### src/rtl/tx_arbiter.sv
// Round-robin arbiter sharing one UART transmitter between NUM_REQ byte sources.
// One byte per grant; an optional per-requester lock keeps multi-byte messages contiguous.
module tx_arbiter #(
  parameter int unsigned NUM_REQ      = 4,
  parameter int unsigned WAIT_TIMEOUT = 8
) (
  input  logic                 i_clk,
  input  logic                 i_rst_n,
  input  logic [NUM_REQ-1:0]   i_req,
  input  logic [NUM_REQ-1:0]   i_lock,
  input  logic [8*NUM_REQ-1:0] i_data,
  output logic [NUM_REQ-1:0]   o_ack,
  output logic [NUM_REQ-1:0]   o_grant,
  output logic                 o_tx_go,
  output logic [7:0]           o_tx_data,
  input  logic                 i_tx_ready,
  output logic                 o_busy,
  output logic                 o_err
);

  localparam int unsigned IDX_W = $clog2(NUM_REQ);
  localparam int unsigned CNT_W = 8;
  localparam logic [NUM_REQ-1:0] ONE_HOT0 = NUM_REQ'(1);
  localparam logic [CNT_W-1:0]   CNT_LAST = CNT_W'(WAIT_TIMEOUT - 1);
  localparam logic [IDX_W-1:0]   IDX_LAST = IDX_W'(NUM_REQ - 1);

  typedef enum logic [1:0] {
    ST_IDLE,
    ST_GO,
    ST_WAIT_LOW,
    ST_WAIT_HIGH
  } state_t;

  state_t           state;
  logic [IDX_W-1:0] ptr;
  logic [IDX_W-1:0] owner;
  logic             lock_valid;
  logic [CNT_W-1:0] cnt;

  logic             lock_hold_c;
  logic             win_vld_c;
  logic [IDX_W-1:0] win_idx_c;
  logic [IDX_W-1:0] ptr_next_c;
  logic [7:0]       win_data_c;

  // Winner selection: a held lock pins the owner, otherwise scan from ptr with wrap
  always_comb begin
    lock_hold_c = lock_valid && i_lock[owner];
    win_vld_c   = 1'b0;
    win_idx_c   = ptr;
    if (lock_hold_c) begin
      win_vld_c = i_req[owner];
      win_idx_c = owner;
    end else begin
      for (int unsigned i = 0; i < NUM_REQ; i++) begin
        if (!win_vld_c && i_req[IDX_W'((32'(ptr) + i) % NUM_REQ)]) begin
          win_vld_c = 1'b1;
          win_idx_c = IDX_W'((32'(ptr) + i) % NUM_REQ);
        end
      end
    end
  end

  // Byte mux and pointer advance for the selected requester
  always_comb begin
    win_data_c = 8'h00;
    for (int unsigned k = 0; k < NUM_REQ; k++) begin
      if (IDX_W'(k) == win_idx_c) begin
        win_data_c = i_data[8*k +: 8];
      end
    end
    ptr_next_c = (win_idx_c == IDX_LAST) ? '0 : IDX_W'(win_idx_c + IDX_W'(1));
  end

  always_ff @(posedge i_clk or negedge i_rst_n) begin
    if (!i_rst_n) begin
      state      <= ST_IDLE;
      ptr        <= '0;
      owner      <= '0;
      lock_valid <= 1'b0;
      cnt        <= '0;
      o_ack      <= '0;
      o_grant    <= '0;
      o_tx_go    <= 1'b0;
      o_tx_data  <= 8'h00;
      o_busy     <= 1'b0;
      o_err      <= 1'b0;
    end else begin
      o_ack   <= '0;
      o_tx_go <= 1'b0;
      o_err   <= 1'b0;
      case (state)
        ST_IDLE: begin
          if (lock_valid && !i_lock[owner]) begin
            lock_valid <= 1'b0;
          end
          if (i_tx_ready && win_vld_c) begin
            o_grant    <= ONE_HOT0 << win_idx_c;
            o_ack      <= ONE_HOT0 << win_idx_c;
            o_tx_data  <= win_data_c;
            o_tx_go    <= 1'b1;
            o_busy     <= 1'b1;
            lock_valid <= i_lock[win_idx_c];
            owner      <= win_idx_c;
            ptr        <= ptr_next_c;
            state      <= ST_GO;
          end
        end
        ST_GO: begin
          cnt   <= '0;
          state <= ST_WAIT_LOW;
        end
        ST_WAIT_LOW: begin
          if (!i_tx_ready) begin
            state <= ST_WAIT_HIGH;
          end else if (cnt == CNT_LAST) begin
            // Transmitter never accepted the byte: drop it and free the channel
            o_err      <= 1'b1;
            lock_valid <= 1'b0;
            o_grant    <= '0;
            o_busy     <= 1'b0;
            state      <= ST_IDLE;
          end else begin
            cnt <= cnt + CNT_W'(1);
          end
        end
        ST_WAIT_HIGH: begin
          if (i_tx_ready) begin
            o_grant <= '0;
            o_busy  <= 1'b0;
            state   <= ST_IDLE;
          end
        end
        default: begin
          state <= ST_IDLE;
        end
      endcase
    end
  end

endmodule

### config.mk
export PLATFORM = sky130hd
export DESIGN_NAME = tx_arbiter
export DESIGN_NICKNAME = d
export VERILOG_FILES = /design/src/rtl/tx_arbiter.sv
export SDC_FILE = /design/constraint.sdc
export NUM_CORES = 1
export LEC_CHECK = 0
export CAP_MARGIN = 30
export CORE_ASPECT_RATIO = 0.5
export CORE_MARGIN = 5
export CORE_UTILIZATION = 46
export CTS_BUF_LIST = sky130_fd_sc_hd__clkbuf_8 sky130_fd_sc_hd__clkbuf_16
export CTS_CLUSTER_SIZE = 14
export DETAILED_ROUTE_END_ITERATION = 8
export GPL_ROUTABILITY_DRIVEN = 0
export PLACE_DENSITY = 0.79
export SKIP_CTS_REPAIR_TIMING = 1
export SYNTH_ARGS = -nofsm -noshare
export SYNTH_HDL_FRONTEND = slang
export SYNTH_SLANG_ARGS = --single-unit
### constraint.sdc
create_clock -name i_clk -period 2.9 [get_ports i_clk]
set_input_delay 0.725 -clock i_clk [delete_from_list [all_inputs] [get_ports i_clk]]
set_output_delay 0.725 -clock i_clk [all_outputs]
set_load 0.01 [all_outputs]
Word-level counts from Yosys, hierarchy flattened. Index checks and enable logic that the tools add are counted.

Input bits: 43. Logic and storage cells: 117. Output and inout port bits: 19. Bits in registers: 34.

Mux-type cells: 59. $lt $le $gt $ge: 6. Shift-type cells: 1. Reductions and logical operators: 20. Add/sub/neg operators: 5. Equality and inequality tests: 15.

Operator list (number): $mux W8 (6); $mux W1 (26); $mux W4 (6); $lt A2 B3 Y1 const B (6); $mux W2 (9); $pmux W8 S2 (1); $bmux W1 S2 (7); $pmux W4 S3 (1); $ne A2 B2 Y1 const B (5); $add A8 B1 Y8 const B (1); $eq A8 B3 Y1 const B (1); $pmux W2 S4 (1); $eq A2 B2 Y1 const B (3); $logic_and A1 B1 Y1 (6); $ne A3 B3 Y1 const B (2); $reduce_and A3 Y1 (2); $reduce_and A5 Y1 (1); $add A2 B1 Y2 const B (2); $add A2 B2 Y2 const B (2); $eq A2 B2 Y1 const A (2); $logic_not A1 Y1 (4); $logic_not A2 Y1 (2); $reduce_and A4 Y1 (1); $reduce_bool A2 Y1 (2); other kinds (7) (7).

Depth between registers and ports, before layout. Gate-level depths: netlist of the first run.

Word-level depth: 21. Mapped depth: 13. Gate-level depth less buffers: 11.

Least setup slack after synthesis of the first run. OpenSTA, ideal clock, no wires.

Path type: input -> register. From: in i_req[1]. To: reg o_tx_data[1]. Stages: 13. Path slack: 0.034 ns. Setup time: 0.073 ns. Arrival: 2.793 ns. Required time: 2.827 ns. Buffers on the path: 2. Cell sequence: or2_1 > a21oi_1 > nor3_1 > mux2i_1 > inv_1 > ha_1 > clkbuf_1 > nor2b_1 > clkbuf_1 > a221oi_1 > nor3_1 > a21oi_1 > a21oi_2.

Word-level cells in the longest chain between the ends: 21. Elaborated cells on any way between the ends: 38.

Ends and longest elaborated chain: start, declared (RTL line 9) `input logic [NUM_REQ-1:0] i_req,`; $bmux W1 S2 (RTL line 56) `if (!win_vld_c && i_req[IDX_W'((32'(ptr) + i) % NUM_REQ)]) begin`; $mux W1 (not written as such) (RTL line 56); $mux W1 (RTL line 56); $mux W1 (RTL line 51) `if (lock_hold_c) begin`; $logic_not A1 Y1 (RTL line 56); $logic_and A1 B1 Y1 (RTL line 56); $mux W1 (RTL line 56); $mux W1 (RTL line 51); [... 4 more ...]; $logic_not A1 Y1 (RTL line 56); $logic_and A1 B1 Y1 (RTL line 56); $mux W2 (*) (RTL line 56); $mux W2 (*) (RTL line 51); via win_idx_c[0] (RTL line 42) `logic [IDX_W-1:0] win_idx_c;`; $logic_not A2 Y1 (RTL line 68) `if (IDX_W'(k) == win_idx_c) begin`; $mux W8 (3 in a row) (RTL line 68); $mux W8 (*) (RTL line 68); end signal, assigned (RTL line 100) `o_tx_data <= win_data_c;`; end, declared (RTL line 15) `output logic [7:0] o_tx_data,`.

The timed path passes the listed nets; every way through them passes the cells marked *. The select of a mux whose other input is x is not followed. A chain may end at the register's enable or synchronous reset.

Worst setup path in the final report of the first run.
From: in i_req[2]. To: reg o_tx_data[5].

Word-level cells in the longest chain between the ends: 21. Elaborated cells on any way between the ends: 38.

Ends and longest elaborated chain (RTL line): $bmux W1 S2 (56); $mux W1 (not written as such) (56); $mux W1 (56); $mux W1 (51); $logic_not A1 Y1 (56); $logic_and A1 B1 Y1 (56); $mux W1 (56); $mux W1 (51); [... 2 more ...]; $mux W1 (56); $mux W1 (51); $logic_not A1 Y1 (56); $logic_and A1 B1 Y1 (56); $mux W2 (56); $mux W2 (51); $logic_not A2 Y1 (68); $mux W8 (4 in a row) (68).

Several ways; a longest one is shown, not always the timed one. The select of a mux whose other input is x is not followed.

==> impl_results.md, run 1 <==
* Status: finished clean
* Dpl cells at between 300 and 400
* Post-DP HPWL at about 3800 µm
* First-pass GRT wire length at between 8000 and 9000 µm
* Fin. Hold Viols at 0
* Fmax at around 0.36 GHz
* Hold Startpoint: o_grant[3]$_DFFE_PN0P_
* Synth Net Count at about 250
* Initial Utilization at 0.491
* Reg2reg setup slack at 360 ps
* DR vias/cell at 5.36
* Setup ws final at ~100 ps
* Ranking of synthesized cells by area: dfrtp_1 (43%), a21oi_1 (4.1%), a221oi_1 (3.6%)
* ANT nets after route at 0
* Wire length per cell at about 15 µm
* Die width at between 100 and 150 µm
* DR DRC count at 0
* Share of layout cells above drive strength 1 at 0.240
* Ys flop type: dfrtp_1
* Worst setup SP type: input pin
* Die ar. at between 5000 and 6000 µm²
* Critical path class: input pin to flop
* Core box area at 4000 µm²
* Nets@finish at between 300 and 400
* Worst reg2reg path startpoint: owner[0]$_DFFE_PN0P_
* Rows at 16
* Hold_ws at approximately 480 ps
* Largest net degree at the start of global routing at 35
* Vias in the first global route at 1880
* Clock transition at the registers of the reported paths at roughly 60 ps
* Top Ports at between 60 and 70
* Crit Reg-Reg Endpoint: o_tx_data[5]$_DFFE_PN0P_
* Initial antenna violation count at 0
* Number of CTS-inserted buffers at 5
* Clock sinks at 34
* Final period utilization at 0.965
* Pwr Total at ~3 mW
* Slew HR at 0.713
* RSZ-0062 raised after global routing: yes
* CP Max Fanout at 8
* Post-Syn Instances at 200
* H-Tree Level Count at 2
* Root Driver: clkbuf_8
* Syn_area_per_cell at 9.83 µm²
* Hold Crit Class: flop to flop
* Clk_lat worst skew at around 290 ps
* Final non-filler cell total at 337
* CP Data Arrival Time at 2980 ps
* Top cell type's share of synthesized area at 0.433
* Synth cell types at between 40 and 50
* Routed wire length at around 5100 µm
* DP Worst Slack at -581 ps
* Register bit count reported by yosys at 34
* TritonRoute pass-1 iters at 5
* Maximum VDD drop at between 0.5 and 0.6 mV
* GRT Total Usage at 0.184
* Req. time, crit path at ~3100 ps
* Hold endpoint: o_grant[3]$_DFFE_PN0P_
* Worst Setup End Kind: flop
* TNS Setup at 0 ps
* Hold depth at 1
* Via count at 1808
* PortBufs at between 60 and 70
* Pwr dens at 995 nW/µm²
* Min Tclk post-route at 2800 ps
* Synth Warn # at 0
* Die H at 56.2 µm
* Synth area leader: dfrtp_1
* Reg2Reg Depth at 11
* # diodes at 0
* Mapped Area at approximately 2000 µm²
* CTS max path bufs at 2
* EDFF count, synth at 0
* Worst clock skew at 4.26 ps
* Leakage power at 1.33 nW
* CTS tree: built
* # setup viols final at 0
* Post-synth ARST share at 1.00
* Commonest cells in the netlist: dfrtp_1 (34), a21oi_1 (16), nor2_1 (12), nor3_1 (12), nor2b_1 (11)
* Most common cell in the netlist: dfrtp_1
* Critical Path Start: i_req[2]
* Max Cap Viol at 0
* Worst-margin pin slew at 431 ps
* Layout area overhead at 52.9%
* Initial DRC Count at 48
* Max-slew violation count at 0
* Total gr overflow at 0
* Sequential area share after synthesis at 0.433
[worst max-delay path by stage]
stage,to,slack (ps),cells after the start
floorplan,o_tx_data[1]$_DFFE_PN0P_,30,13
global placement,o_tx_data[2]$_DFFE_PN0P_,-450,12
detailed placement,o_tx_data[2]$_DFFE_PN0P_,-580,12
CTS,o_tx_data[6]$_DFFE_PN0P_,-290,12
global route,o_tx_data[6]$_DFFE_PN0P_,-30,14
finish,o_tx_data[5]$_DFFE_PN0P_,100,14
[registers in the layout (all words and copies together) (netlist names), 2 cells and up]
| signal | flops |
|---|---|
| cnt | 8 |
| o_tx_data | 8 |
| state | 2 |
| o_grant | 4 |
| owner | 2 |
| ptr | 2 |
| o_ack | 4 |
[placed cells by master, fill, tap and decap left out, types with 5 or more instances in the layout]
cell type and count:
clkdlybuf4s50_1 58, dfrtp_1 34, buf_4 20, a21oi_1 14
nor2_1 12, inv_1 10, nor2b_1 10, nor3_1 10
a21oi_2 9, nand2_1 9, a21o_1 6, nor2_2 6
nand2b_1 5, o21ai_0 5, clkbuf_8 5
[cell type report]
type	instances	area [µm²]
clock buffer	5	68.8
clock inverter	2	7.51
fill	285	998
inverter	8	30.0
multi-input combinational	148	1120
sequential	34	851
tap	54	67.6
timing repair buffer	86	860
[routing by layer]
layer | track usage | share of wire | vias to the layer above
li1 | - | - | 879
met1 | 0.215 | 0.41 | 866
met2 | 0.313 | 0.51 | 56
met3 | 0.0563 | 0.058 | 7
met4 | 0.0766 | 0.016 | 0
met5 | 0 | 0 | -
[report_power, final]
group	internal [mW]	switching, mW
Combinational	1.01	0.848
Sequential	0.644	0.169
Clock	0.158	0.165
Total	1.81	1.18
[logic make-up after synthesis]
logic type               synth area share
multiplexers                       0.0592
buffers and inverters              0.0484
flip-flops                          0.433
adder cells (fa/ha/maj)            0.0318
AND/OR/NAND/NOR                     0.198
XOR/XNOR                           0.0223
AO/OA/AOI/OAI                       0.208
[critical path: stages]
cell	delay [ps]
clkdlybuf4s50_1	420
buf_4	150
nand2b_1	80
a21boi_2	70
nor3_2	210
mux2i_2	130
buf_4	170
ha_1	210
nor2b_4	140
buf_12	130
a221oi_1	250
nor3_1	70
a21oi_1	160
a21oi_2	70
[stage by stage]
stage / utilization / area (µm²)
global route: 0.751 / 3010
CTS: 0.715 / 2860
finish: 0.751 / 3010
floorplan: - / 1970
global placement: 0.696 / 2790
detailed placement: 0.696 / 2790
(Power assumes the default switching activity.)
==> run 2: changes to the inputs <==
Settings changed: CORE_UTILIZATION 46 to 42, PLACE_DENSITY 0.79 to 0.76, REMOVE_ABC_BUFFERS from default to 1, SLEW_MARGIN from default to 20.
Clock period 2.9 ns to 2.3 ns, I/O delays scaled along.
==> impl_results.md, run 2 (synthesis gave the netlist of run 1 again) <==
* Fin. Hold Viols at 0
* Pwr dens at about 1300 nW/µm²
* ANT nets after route at 0
* Die ar. at a little over 6000 µm²
* Reg area at 853 µm²
* Max Cap Viol at 0
* PortBufs at between 60 and 70
* Slowest cell on crit path: dfrtp_2
* Max-slew violation count at 0
* Worst setup SP type: flop
* Fill cells at 313
* CP Max Fanout at 8
* Fmax at 0.435 GHz
* TNS Setup at 0 ps
* Routing usage on met1 at 0.198
* CP top delay family: compound AO/OA/AOI/OAI gates
* DR vias/cell at about 5.3
* Largest net degree at the start of global routing at 35
* Nets@finish at between 300 and 400
* Initial Utilization at 0.440
* Sw power at about 1.6 mW
* First-pass GRT wire length at approximately 8600 µm
* # setup viols final at 0
* Root Driver: clkbuf_8
* Global-route met3 utilization at 0.0471
* Hold Startpoint: o_grant[3]$_DFFE_PN0P_
* Number of CTS-inserted buffers at 5
* Worst Path Buf+Inv at 2
* Die width at 107 µm
* Initial antenna violation count at 0
* Worst-margin pin slew at about 440 ps
* Status: finished clean
* Critical-path cell list: mux2i_4 -> o22ai_4 -> mux2i_4 -> buf_6 -> ha_4 -> nor2b_4 -> buf_12 -> a221oi_1 -> nor3_1 -> a21oi_1 -> a21oi_1
* Slowest stage delay, CP at roughly 450 ps
* Cell Int Power at 2.51 mW
* Sw frac at 0.393
* Hold Crit Class: flop to flop
* Min Tclk post-route at 2300 ps
* Post-DP HPWL at 3980 µm
* H-Tree Level Count at 2
* Share of total power in sequential cells at 0.250
* M2 GR Usage at 0.322
* DR DRC count at 0
* TritonRoute pass-1 iters at 4
* Top Ports at 62
* CTS tree: built
* Top Usage Layer GRT: met2
* Commonest cells after routing, fill and taps aside: clkdlybuf4s50_1 (53), dfrtp_1 (32), buf_4 (26)
* Vias in the first global route at ~1900
* Total gr overflow at 0
* Critical path class: flop to flop
* Slew HR at 0.708
* GRT Total Usage at 0.174
* Req. time, crit path at about 2500 ps
* Clock transition at the registers of the reported paths at 70 ps
* Initial DRC Count at between 50 and 60
* Layout area overhead at 60.6%
* Worst reg2reg path startpoint: owner[0]$_DFFE_PN0P_
* Wire length per cell at 16.0 µm
* CTS max path bufs at 2
* Leakage power at roughly 1.4 nW
* Worst clock skew at ~11 ps
* Share of layout cells above drive strength 1 at 0.306
* Critical Path Start: owner[0]$_DFFE_PN0P_
* Most common cell after layout, fill and taps aside: clkdlybuf4s50_1
* Rows at 17
* Post-layout util at 0.707
* Maximum VDD drop at 0.748 mV
* Clock network power share at 0.112
* Core box area at about 4500 µm²
* # diodes at 0
* Via count at 1847
* Routed wire length at 5550 µm
* Clk_lat worst skew at 290 ps
* Logic pwr share at 0.637
* Worst Setup End Kind: flop
* Die H at between 50 and 60 µm
* Final period utilization at 1.00
* Top flop regs: cnt x8, o_tx_data x8
* Area occupied by multi-input gates at 1200 µm²
* Clock sinks at 34
* CP Data Arrival Time at ~2500 ps
* RSZ-0062 raised after global routing: yes
-- run 2: final timing paths --
check,to,slack (ps),cells after the start
setup / recovery,o_tx_data[0]$_DFFE_PN0P_,0.4,11
hold / removal,o_grant[3]$_DFFE_PN0P_,480,1
setup reg to reg,o_tx_data[0]$_DFFE_PN0P_,0.4,11
hold reg to reg,o_grant[3]$_DFFE_PN0P_,480,1
max in group asynchronous,ptr[1]$_DFFE_PN0P_,1270,2
min in group asynchronous,cnt[2]$_DFFE_PN0P_,690,2
-- run 2: power by group through the flow --
stage	registers, mW	logic (mW)	clock network [mW]
final	1.03	2.63	0.463
after global routing	1.07	2.87	0.506
after CTS	1.01	2.12	0.469
after detailed placement	1.02	2.12	0
after global placement	1.01	2.05	0
after floorplan	1.04	1.13	0
-- run 2: final cells by class --
cell class,instances,area share
clock buffer,6,0.0262
multi-input combinational,148,0.379
tap,57,0.0226
inverter,8,0.00951
clock inverter,2,0.00277
timing repair buffer,93,0.290
sequential,34,0.270
-- run 2: per-stage QoR --
step	hold slack (ps)	power (mW)	cells	setup slack, ps	instance area [µm²]
floorplan	279	2.17	190	-579	1900
global placement	464	3.06	337	-886	2830
detailed placement	472	3.13	337	-1020	2830
CTS	491	3.60	345	-679	2920
global route	512	4.44	348	-148	3160
finish	484	4.13	348	0.375	3160
-- run 2: metal layers --
layer  share of wire  vias up
met5               0        -
met1            0.42      890
met4           0.014        0
li1                -      897
met2            0.52       50
met3           0.052       10
